## src/rtl/onecold_pkg.sv

```systemverilog
// Shared types and helpers for the one-cold key encoder.
// The optional auto-repeat feature lives in onecold_encoder (ONECOLD_AUTO_REPEAT_EN).
package onecold_pkg;

  localparam int KEY_W = 8;
  localparam logic [KEY_W-1:0] IDLE_PAT = 8'hFF;

  typedef enum logic [1:0] {
    IDLE     = 2'd0,
    DEBOUNCE = 2'd1,
    PRESSED  = 2'd2,
    RELEASE  = 2'd3
  } state_t;

  // Returns {multi, code}: lowest-numbered low bit wins; multi when more than one bit is low.
  function automatic logic [3:0] prio_encode(input logic [KEY_W-1:0] pat);
    logic [2:0] code;
    logic [3:0] zeros;
    code  = '0;
    zeros = '0;
    for (int i = KEY_W - 1; i >= 0; i--) begin
      if (!pat[i]) begin
        code  = 3'(i);
        zeros = zeros + 4'd1;
      end
    end
    return {(zeros > 4'd1), code};
  endfunction

endpackage

```

## src/rtl/onecold_sync_ff2.sv

```systemverilog
// Parameterised two-flop synchronizer with a configurable reset value.
module sync_ff2 #(
  parameter int            W       = 8,
  parameter logic [W-1:0]  RST_VAL = '1
) (
  input  logic         i_clk,
  input  logic         i_rst_n,
  input  logic [W-1:0] i_d,
  output logic [W-1:0] o_q
);

  logic [W-1:0] r_meta;
  logic [W-1:0] r_sync;

  always_ff @(posedge i_clk or negedge i_rst_n) begin
    if (!i_rst_n) begin
      r_meta <= RST_VAL;
      r_sync <= RST_VAL;
    end else begin
      r_meta <= i_d;
      r_sync <= r_meta;
    end
  end

  assign o_q = r_sync;

endmodule

```

## src/rtl/onecold_encoder.sv

```systemverilog
// Debounced priority encoder for active-low one-cold key lines.
// Optional auto-repeat while a key is held: define ONECOLD_AUTO_REPEAT_EN.
module onecold_encoder
  import onecold_pkg::*;
#(
  parameter int DEB_CYCLES    = 16,
  parameter int REPEAT_CYCLES = 64
) (
  input  logic             clk,
  input  logic             nRst,
  input  logic             nEn,
  input  logic [KEY_W-1:0] nKey,
  output logic [2:0]       code,
  output logic             valid,
  output logic             held,
  output logic             multi,
  output logic [1:0]       dbg_state
);

  localparam int CW = $clog2(DEB_CYCLES + 1);
  localparam logic [CW-1:0] DEB_LAST = CW'(DEB_CYCLES - 1);
  localparam logic [CW-1:0] CNT_ONE  = CW'(1);

  if (DEB_CYCLES < 2 || REPEAT_CYCLES < 1) begin : g_bad_param
    $error("onecold_encoder: DEB_CYCLES must be >= 2 and REPEAT_CYCLES >= 1");
  end

  logic [KEY_W-1:0] w_s;
  state_t           r_state, w_state_nxt;
  logic [KEY_W-1:0] r_pat, w_pat_nxt;
  logic [CW-1:0]    r_cnt, w_cnt_nxt;
  logic             w_accept;
  logic             w_rep_fire;
  logic [3:0]       w_prio;
  logic [2:0]       r_code;
  logic             r_multi, r_valid, r_held;

  sync_ff2 #(.W(KEY_W), .RST_VAL(IDLE_PAT)) u_sync (
    .i_clk   (clk),
    .i_rst_n (nRst),
    .i_d     (nKey),
    .o_q     (w_s)
  );

  assign w_prio = prio_encode(r_pat);

  always_comb begin
    w_state_nxt = r_state;
    w_pat_nxt   = r_pat;
    w_cnt_nxt   = r_cnt;
    w_accept    = 1'b0;
    if (nEn) begin
      // Disable beats everything, including a debounce finishing this edge.
      w_state_nxt = IDLE;
      w_cnt_nxt   = '0;
    end else begin
      case (r_state)
        IDLE: begin
          if (w_s != IDLE_PAT) begin
            w_state_nxt = DEBOUNCE;
            w_pat_nxt   = w_s;
            w_cnt_nxt   = CNT_ONE;
          end
        end
        DEBOUNCE: begin
          if (w_s == IDLE_PAT) begin
            w_state_nxt = IDLE;
            w_cnt_nxt   = '0;
          end else if (w_s == r_pat) begin
            if (r_cnt == DEB_LAST) begin
              w_state_nxt = PRESSED;
              w_accept    = 1'b1;
            end else begin
              w_cnt_nxt = r_cnt + 1'b1;
            end
          end else begin
            w_pat_nxt = w_s;
            w_cnt_nxt = CNT_ONE;
          end
        end
        PRESSED: begin
          if (w_s == IDLE_PAT) begin
            w_state_nxt = RELEASE;
            w_cnt_nxt   = CNT_ONE;
          end
        end
        RELEASE: begin
          if (w_s != IDLE_PAT) begin
            w_state_nxt = PRESSED;
          end else if (r_cnt == DEB_LAST) begin
            w_state_nxt = IDLE;
            w_cnt_nxt   = '0;
          end else begin
            w_cnt_nxt = r_cnt + 1'b1;
          end
        end
        default: w_state_nxt = IDLE;
      endcase
    end
  end

`ifdef ONECOLD_AUTO_REPEAT_EN
  localparam int RW = $clog2(REPEAT_CYCLES + 1);
  localparam logic [RW-1:0] REP_LAST = RW'(REPEAT_CYCLES);

  logic [RW-1:0] r_rep, w_rep_nxt;

  // Counter restarts at 1 on every entry to PRESSED and is zero elsewhere.
  always_comb begin
    w_rep_nxt  = '0;
    w_rep_fire = 1'b0;
    if (w_state_nxt == PRESSED) begin
      if (r_state != PRESSED) begin
        w_rep_nxt = RW'(1);
      end else if (r_rep == REP_LAST) begin
        w_rep_nxt  = RW'(1);
        w_rep_fire = 1'b1;
      end else begin
        w_rep_nxt = r_rep + 1'b1;
      end
    end
  end

  always_ff @(posedge clk or negedge nRst) begin
    if (!nRst) r_rep <= '0;
    else       r_rep <= w_rep_nxt;
  end
`else
  assign w_rep_fire = 1'b0;
`endif

  always_ff @(posedge clk or negedge nRst) begin
    if (!nRst) begin
      r_state <= IDLE;
      r_pat   <= IDLE_PAT;
      r_cnt   <= '0;
      r_code  <= 3'd0;
      r_multi <= 1'b0;
      r_valid <= 1'b0;
      r_held  <= 1'b0;
    end else begin
      r_state <= w_state_nxt;
      r_pat   <= w_pat_nxt;
      r_cnt   <= w_cnt_nxt;
      r_valid <= w_accept | w_rep_fire;
      r_held  <= (w_state_nxt == PRESSED);
      if (w_accept) begin
        r_code  <= w_prio[2:0];
        r_multi <= w_prio[3];
      end
    end
  end

  assign code      = r_code;
  assign multi     = r_multi;
  assign valid     = r_valid;
  assign held      = r_held;
  assign dbg_state = r_state;

endmodule

```

## config.mk

```make
export PLATFORM = sky130hd
export DESIGN_NAME = onecold_encoder
export DESIGN_NICKNAME = d
export VERILOG_FILES = /design/src/rtl/onecold_pkg.sv /design/src/rtl/onecold_sync_ff2.sv /design/src/rtl/onecold_encoder.sv
export SDC_FILE = /design/constraint.sdc
export NUM_CORES = 1
export LEC_CHECK = 0
export ABC_AREA = 1
export CORE_AREA = 2 2 65 98
export DETAILED_ROUTE_END_ITERATION = 8
export DIE_AREA = 0 0 67 100
export REMOVE_ABC_BUFFERS = 1
export SLEW_MARGIN = 40
export SYNTH_ARGS = -nofsm -noshare
export SYNTH_HDL_FRONTEND = slang
export SYNTH_SLANG_ARGS = --single-unit
```

## constraint.sdc

```tcl
create_clock -name clk -period 5 [get_ports clk]
set_input_delay 1 -clock clk [delete_from_list [all_inputs] [get_ports clk]]
set_output_delay 1 -clock clk [all_outputs]
set_load 0.02 [all_outputs]
```

==> results.py, run 1 <==
metrics = {
    "layout": {
        "nets": 335,
        "final_cell_count_no_fill": 386,
        "synthToLayoutAreaGrowth_pct": 13.7,
        "design_area_sq_um": 2620,
        "final_layout_size_suffix_gt1_frac": 0.160,
        "antenna_cells": 0,
    },
    "routing": {
        "viasPerCell": 4.83,
        "wl_microns": 4340,
        "wire_per_inst_microns": 11.2,
        "drt_drc_violations_left": 0,
        "drt_iter0_markers": 54,
        "antenna_left": 0,
        "first_pass_iters": 4,
        "vias": 1866,
    },
    "power": {
        "power_density_nw_per_um2": 301,
        "p_leak_nw": 1.26,
        "irDropWorstVdd_mv": 0.221,
    },
    "sta": {
        "worst_pin_slew_ns": 0.447,
        "max_freq_mhz": 240,
        "fin_crit_sh": 0.833,
        "setup_viol": 0,
        "fin_skew_ns": 0.00594,
        "fin_crit_ns": 4.17,
        "hold_viol_final": 0,
        "rsz0062_at_grt": "no",
        "maxSlewHeadroom": 0.698,
        "drv_slew": 0,
        "setup_tns_ns": 0,
    },
    "floorplan": {
        "io_pins": 19,
        "fp-row-count": 35,
        "fp.dieArea_sq_um": 6700,
        "core-area_sq_um": 5960,
        "start_util": 0.387,
        "dieHeight_microns": 100,
        "die_w_microns": 67,
    },
    "clock_tree": {
        "post_cts_buffers": 0,
        "clk_latency_ns": 0.29,
        "postCtsResizedCells": 0,
        "clk_root_buffer_cell": "clkbuf_8",
        "cts.sinks": 37,
        "clkTransAtPathRegs_ns": 0.07,
        "cts_max_level": 2,
        "clk_path_buf_depth": 2,
        "numCtsBuffers": 5,
        "hold_buffers": 0,
        "tritoncts": "yes",
    },
    "synthesis": {
        "yosysWarnings": 0,
        "syn_area_sq_um": 2310,
        "yosysTopAreaCell": "dfstp_2",
        "syn_avg_cell_area_sq_um": 7.87,
        "synth_area_leaders": "dfstp_2 (27%), dfrtp_1 (14%), nand2_1 (13%), ha_1 (7.1%), inv_1 (5.7%)",
        "ys_types": 33,
        "yosysTopAreaCellShare": 0.273,
        "syn-instance-count": 293,
        "ys_ff_latch": 37,
        "synth.yosys.seq_area_share": 0.415,
    },
    "setup_path": {
        "cp-start-kind": "flop",
        "required_ns": 5.19,
        "crit_path_max_fanout": 5,
        "cp-end-kind": "flop",
        "crit_slowest_cell": "dfstp_2",
        "path_class": "reg -> reg",
        "slowest_delay_ns": 0.58,
        "arrival_ns": 4.35,
        "path_cells": "inv_1 > ha_1 > inv_1 > nand2_1 > nand2_1 > xor2_1 > o21ai_0 > ha_1 > or2_2 > nand2_1 > nor2_2 > o31ai_1 > ha_1 > or2_2 > a21boi_0 > ha_1 > inv_1 > nor2_1 > nor2_4 > o21ai_1 > nor2_1 > nand3_1 > nand2_1 > inv_1",
    },
    "placed_design": {
        "gp_congestion": 0.773,
        "placed_cells": 378,
        "placed_area_sq_um": 2510,
        "dp_hpwl_microns": 3410,
        "portBuffers": 18,
    },
    "flow_run": {
        "max-cap-violations": 0,
    },
    "global_routing": {
        "grt_max_degree": 38,
        "overflow": 0,
        "grt_pass1_wl_microns": 7680,
        "grt_pass1_vias": 1859,
        "grtUsageTotal": 0.150,
        "grt_antenna_before_repair": 0,
    },
    "status": {
        "status": "completed",
    },
    "min_path": {
        "hp-class": "reg -> reg",
    },
}
## report_power, final
part	switching, mW	internal, mW	leakage [nW]	total, mW
Sequential	0.0197	0.324	0.431	0.343
Clock	0.101	0.142	0.0566	0.243
Combinational	0.125	0.0778	0.770	0.203
## layout make-up
type | count | area [sq um]
fillers | 639 | 3330
multi-input cells | 211 | 1140
flip-flops and latches | 37 | 956
repair buffers | 18 | 178
inverters | 38 | 143
clock buffers | 8 | 111
well taps | 74 | 92.6
## Yosys cell counts (all sizes together)
library cell  instances
nand2                82
inv                  38
nor2                 28
nand3                25
dfstp                24
o21ai                20
dfrtp                13
ha                   13
a21oi                12
buf                   7
xor2                  7
or2                   5
o31ai                 4
nand4                 3
nor3                  3
a211oi                1
a21boi                1
a22o                  1
a311oi                1
a31oi                 1
nand3b                1
nor3b                 1
o2111ai               1
o311ai                1
## cell usage in the layout (no fill, tap or decap), types with 2 or more instances in the layout
cell             netlist  routed
a21oi_1               11      11
clkbuf_8               0       6
clkdlybuf4s50_1        0      17
dfrtp_1               13      13
dfstp_2               24      24
ha_1                  13      13
inv_1                 35      35
inv_2                  3       3
nand2_1               78      78
nand2_2                4       4
nand3_1               24      24
nand4_1                3       3
nor2_1                25      25
nor2_4                 2       2
nor3_1                 3       3
o21ai_0               19      19
o31ai_1                4       4
or2_2                  5       5
xor2_1                 7       7
## registers in the layout, summed over array words and instances (netlist names)
signal and count:
multi 1, held 1, code 3, dbg_state 2, valid 1, u_sync.o_q 8, u_sync.r_meta 8, r_pat 8
r_cnt 5
## stage by stage
stage	power [mW]	utilization	setup slack, ns	hold slack [ns]
floorplan	0.499	-	1.12	0.345
global placement	0.550	0.421	0.918	0.346
detailed placement	0.553	0.421	0.827	0.347
CTS	0.802	0.440	0.809	0.349
global route	0.852	0.440	0.462	0.353
finish	0.790	0.440	0.834	0.350
## metal layers
metal / wire, microns / share of wire / global-route usage
met5: 0 / 0 / 0
met4: 120 / 0.028 / 0.0754
met3: 101 / 0.023 / 0.0235
met2: 2330 / 0.54 / 0.273
met1: 1790 / 0.41 / 0.162
## worst max-delay path: cells and delay by family, from the launching register on
kind | cells | cell delay [ns]
and+or+nand+nor | 11 | 1.23
adders and majority gates | 4 | 1.22
AOI/OAI and AO/OA | 4 | 0.66
DFF | 1 | 0.58
buffers and inverters | 4 | 0.22
xor gates and xnor gates | 1 | 0.15
## path summary, 6_finish.rpt
| kind | start | endpoint | slack, ns | depth (start not counted) |
|---|---|---|---|---|
| setup reg to reg | r_pat[6] | multi | 0.83 | 24 |
| hold / removal | u_sync.r_meta[0] | u_sync.o_q[0] | 0.35 | 0 |
| min in group asynchronous | nRst | dbg_state[1] | 0.65 | 1 |
| setup / recovery | r_pat[6] | multi | 0.83 | 24 |
| hold reg to reg | u_sync.r_meta[0] | u_sync.o_q[0] | 0.35 | 0 |
| max in group asynchronous | nRst | u_sync.r_meta[7] | 3.99 | 1 |
## kinds of logic after synthesis
logic type,count (synthesis),synth area share
simple gates,148,0.282
buf+inv,45,0.0901
compound gates,43,0.116
flops,37,0.415
fa+ha+maj,13,0.0705
xor+xnor,7,0.0266
Power figures use the tool's default switching activity.
==> run 2: changes to the inputs <==
clock period = 3.38 ns   (was 5 ns; I/O delays follow)
==> results.py, run 2 (same netlist as run 1, synthesis figures left out) <==
metrics = {
    "status": {
        "status": "finished with violations",
        "failed_checks": "negative setup slack",
    },
    "layout": {
        "nets": 363,
        "synthToLayoutAreaGrowth_pct": 26.6,
        "final_common_cell": "nand2_1",
        "final_cell_count_no_fill": 414,
        "multi_input_area_sq_um": 1220,
        "final_core_util": 0.490,
        "layout_common_cells": "nand2_1 (71), inv_1 (31), buf_4 (29)",
        "fillCellCount": 628,
        "final_layout_size_suffix_gt1_frac": 0.288,
        "seqCellArea_sq_um": 956,
        "antenna_cells": 0,
    },
    "placed_design": {
        "gp_congestion": 0.769,
        "placed_cells": 404,
        "portBuffers": 18,
        "dp_hpwl_microns": 3670,
    },
    "global_routing": {
        "grtUsageTotal": 0.160,
        "grt_max_degree": 38,
        "overflow": 0,
        "grt_antenna_before_repair": 0,
        "grt_pass1_wl_microns": 8370,
        "grt_pass1_vias": 2066,
    },
    "power": {
        "intPower_mw": 0.901,
        "p_comb_frac": 0.339,
        "power_density_nw_per_um2": 451,
        "irDropWorstVdd_mv": 0.334,
        "seqPwrFrac": 0.384,
        "p_leak_nw": 1.40,
        "power_frac_clock": 0.277,
        "p_sw_mw": 0.415,
        "switching_share": 0.315,
    },
    "clock_tree": {
        "hold_buffers": 0,
        "clk_latency_ns": 0.28,
        "cts_max_level": 2,
        "clk_path_buf_depth": 2,
        "cts.sinks": 37,
        "numCtsBuffers": 5,
        "clkTransAtPathRegs_ns": 0.08,
        "clk_root_buffer_cell": "clkbuf_8",
        "tritoncts": "yes",
    },
    "routing": {
        "wl_microns": 4760,
        "dr_wl_met3_microns": 98,
        "antenna_left": 0,
        "drt_drc_violations_left": 0,
        "wl_met1_microns": 1870,
        "met2_length_microns": 2700,
        "viasPerCell": 4.87,
        "vias": 2018,
        "highest_layer": "met4",
        "drt_iter0_markers": 57,
        "wire_per_inst_microns": 11.5,
        "first_pass_iters": 4,
    },
    "flow_run": {
        "max-cap-violations": 0,
    },
    "setup_path": {
        "critPathBufInv": 6,
        "cp-end-kind": "flop",
        "slowest_delay_ns": 0.54,
        "required_ns": 3.57,
        "crit_path_max_fanout": 4,
        "path_class": "reg -> reg",
        "path_delay_family": "simple AND/OR/NAND/NOR gates",
        "cp-start-kind": "flop",
        "arrival_ns": 3.81,
        "crit_slowest_cell": "dfstp_2",
    },
    "floorplan": {
        "io_pins": 19,
        "start_util": 0.387,
        "die_w_microns": 67,
        "fp-row-count": 35,
        "core-area_sq_um": 5960,
        "dieHeight_microns": 100,
        "fp.dieArea_sq_um": 6700,
    },
    "sta": {
        "maxSlewHeadroom": 0.691,
        "setup_tns_ns": -0.248,
        "fin_crit_ns": 3.63,
        "fin_crit_sh": 1.07,
        "max_freq_mhz": 276,
        "worst_slack_ns": -0.248,
        "rsz0062_at_grt": "yes",
        "worst_pin_slew_ns": 0.463,
        "hold_viol_final": 0,
        "setup_viol": 1,
        "drv_slew": 0,
        "fin_skew_ns": 0.00519,
    },
    "min_path": {
        "hp-class": "in -> async",
    },
}
==> run 2: changes by cell type in the layout (fill, tap and decap cells not counted), moves of 4 or more <==
cell and delta:
buf_4 +28, inv_1 -4, inv_2 +4, nand2_1 -7
nand2_2 +6
==> run 2: layout make-up <==
type	instances	area share
Inverter	38	0.0489
Clock buffer	7	0.0369
Sequential cell	37	0.327
Timing Repair Buffer	46	0.133
Multi-Input combinational cell	211	0.420
Clock inverter	1	0.00257
Tap cell	74	0.0317
==> run 2: per-stage QoR <==
step | setup WS (ns) | hold slack (ns) | area, sq um | power [mW]
after global placement | -0.613 | 0.346 | 2700 | 0.885
after floorplan | -0.500 | 0.345 | 2240 | 0.739
final | -0.248 | 0.335 | 2920 | 1.32
after detailed placement | -0.679 | 0.347 | 2700 | 0.891
after CTS | -0.386 | 0.358 | 2870 | 1.30
after global routing | -0.442 | 0.360 | 2920 | 1.42
==> run 2: per-layer routing <==
| metal | GRT usage | vias to the layer above |
|---|---|---|
| met1 | 0.168 | 953 |
| met3 | 0.0202 | 9 |
| li1 | - | 1033 |
| met2 | 0.302 | 23 |
| met4 | 0.0738 | 0 |
| met5 | 0 | - |
==> run 2: path summary, 6_finish.rpt <==
path	start	cells after the start	end	slack [ns]
setup reg to reg	r_pat[7]	25	multi	-0.25
setup / recovery	r_pat[7]	25	multi	-0.25
max in group asynchronous	nRst	1	u_sync.o_q[7]	2.68
min in group clk	u_sync.r_meta[1]	0	u_sync.o_q[1]	0.36
hold / removal	nRst	1	r_cnt[4]	0.34
hold reg to reg	u_sync.r_meta[1]	0	u_sync.o_q[1]	0.36
==> run 2: worst reg2reg max path: stages, from the launching register on <==
cell and delay (ns):
dfstp_2 0.54, inv_2 0.05, ha_4 0.29, inv_2 0.04
nand2_2 0.06, nand2_2 0.06, buf_4 0.13, inv_1 0.05
ha_1 0.22, or2_2 0.28, nand3_1 0.14, nand2_2 0.08
nor2_2 0.13, o31ai_2 0.08, ha_1 0.27, or2_4 0.23
a21boi_4 0.15, ha_4 0.24, inv_2 0.05, nor2_2 0.04
nor2_4 0.07, o21ai_2 0.06, nor2_1 0.10, nand3_1 0.08
nand2_1 0.06, inv_1 0.03
==> run 2: power groups by stage <==
stage | clock network, mW | logic (mW) | registers (mW)
after global placement | 0 | 0.375 | 0.510
after floorplan | 0 | 0.231 | 0.508
after CTS | 0.379 | 0.411 | 0.505
after global routing | 0.398 | 0.511 | 0.510
after detailed placement | 0 | 0.379 | 0.511
final | 0.365 | 0.446 | 0.506
==> run 2: timing repair <==
item | 4_1_cts | 5_1_grt
hold endpoints to repair | 0 | 0
resized for setup | 11 | 14
setup endpoints to repair | 1 | 1
buffers inserted | 2 | 0
pin swaps | 11 | 12
==> run 3: changes to the inputs <==
CTS_CLUSTER_SIZE = 40   (was unset)
HOLD_SLACK_MARGIN = 0.15   (was unset)
==> results of run 3 <==
Final layout, timing and power as in run 2 (identical DEF).
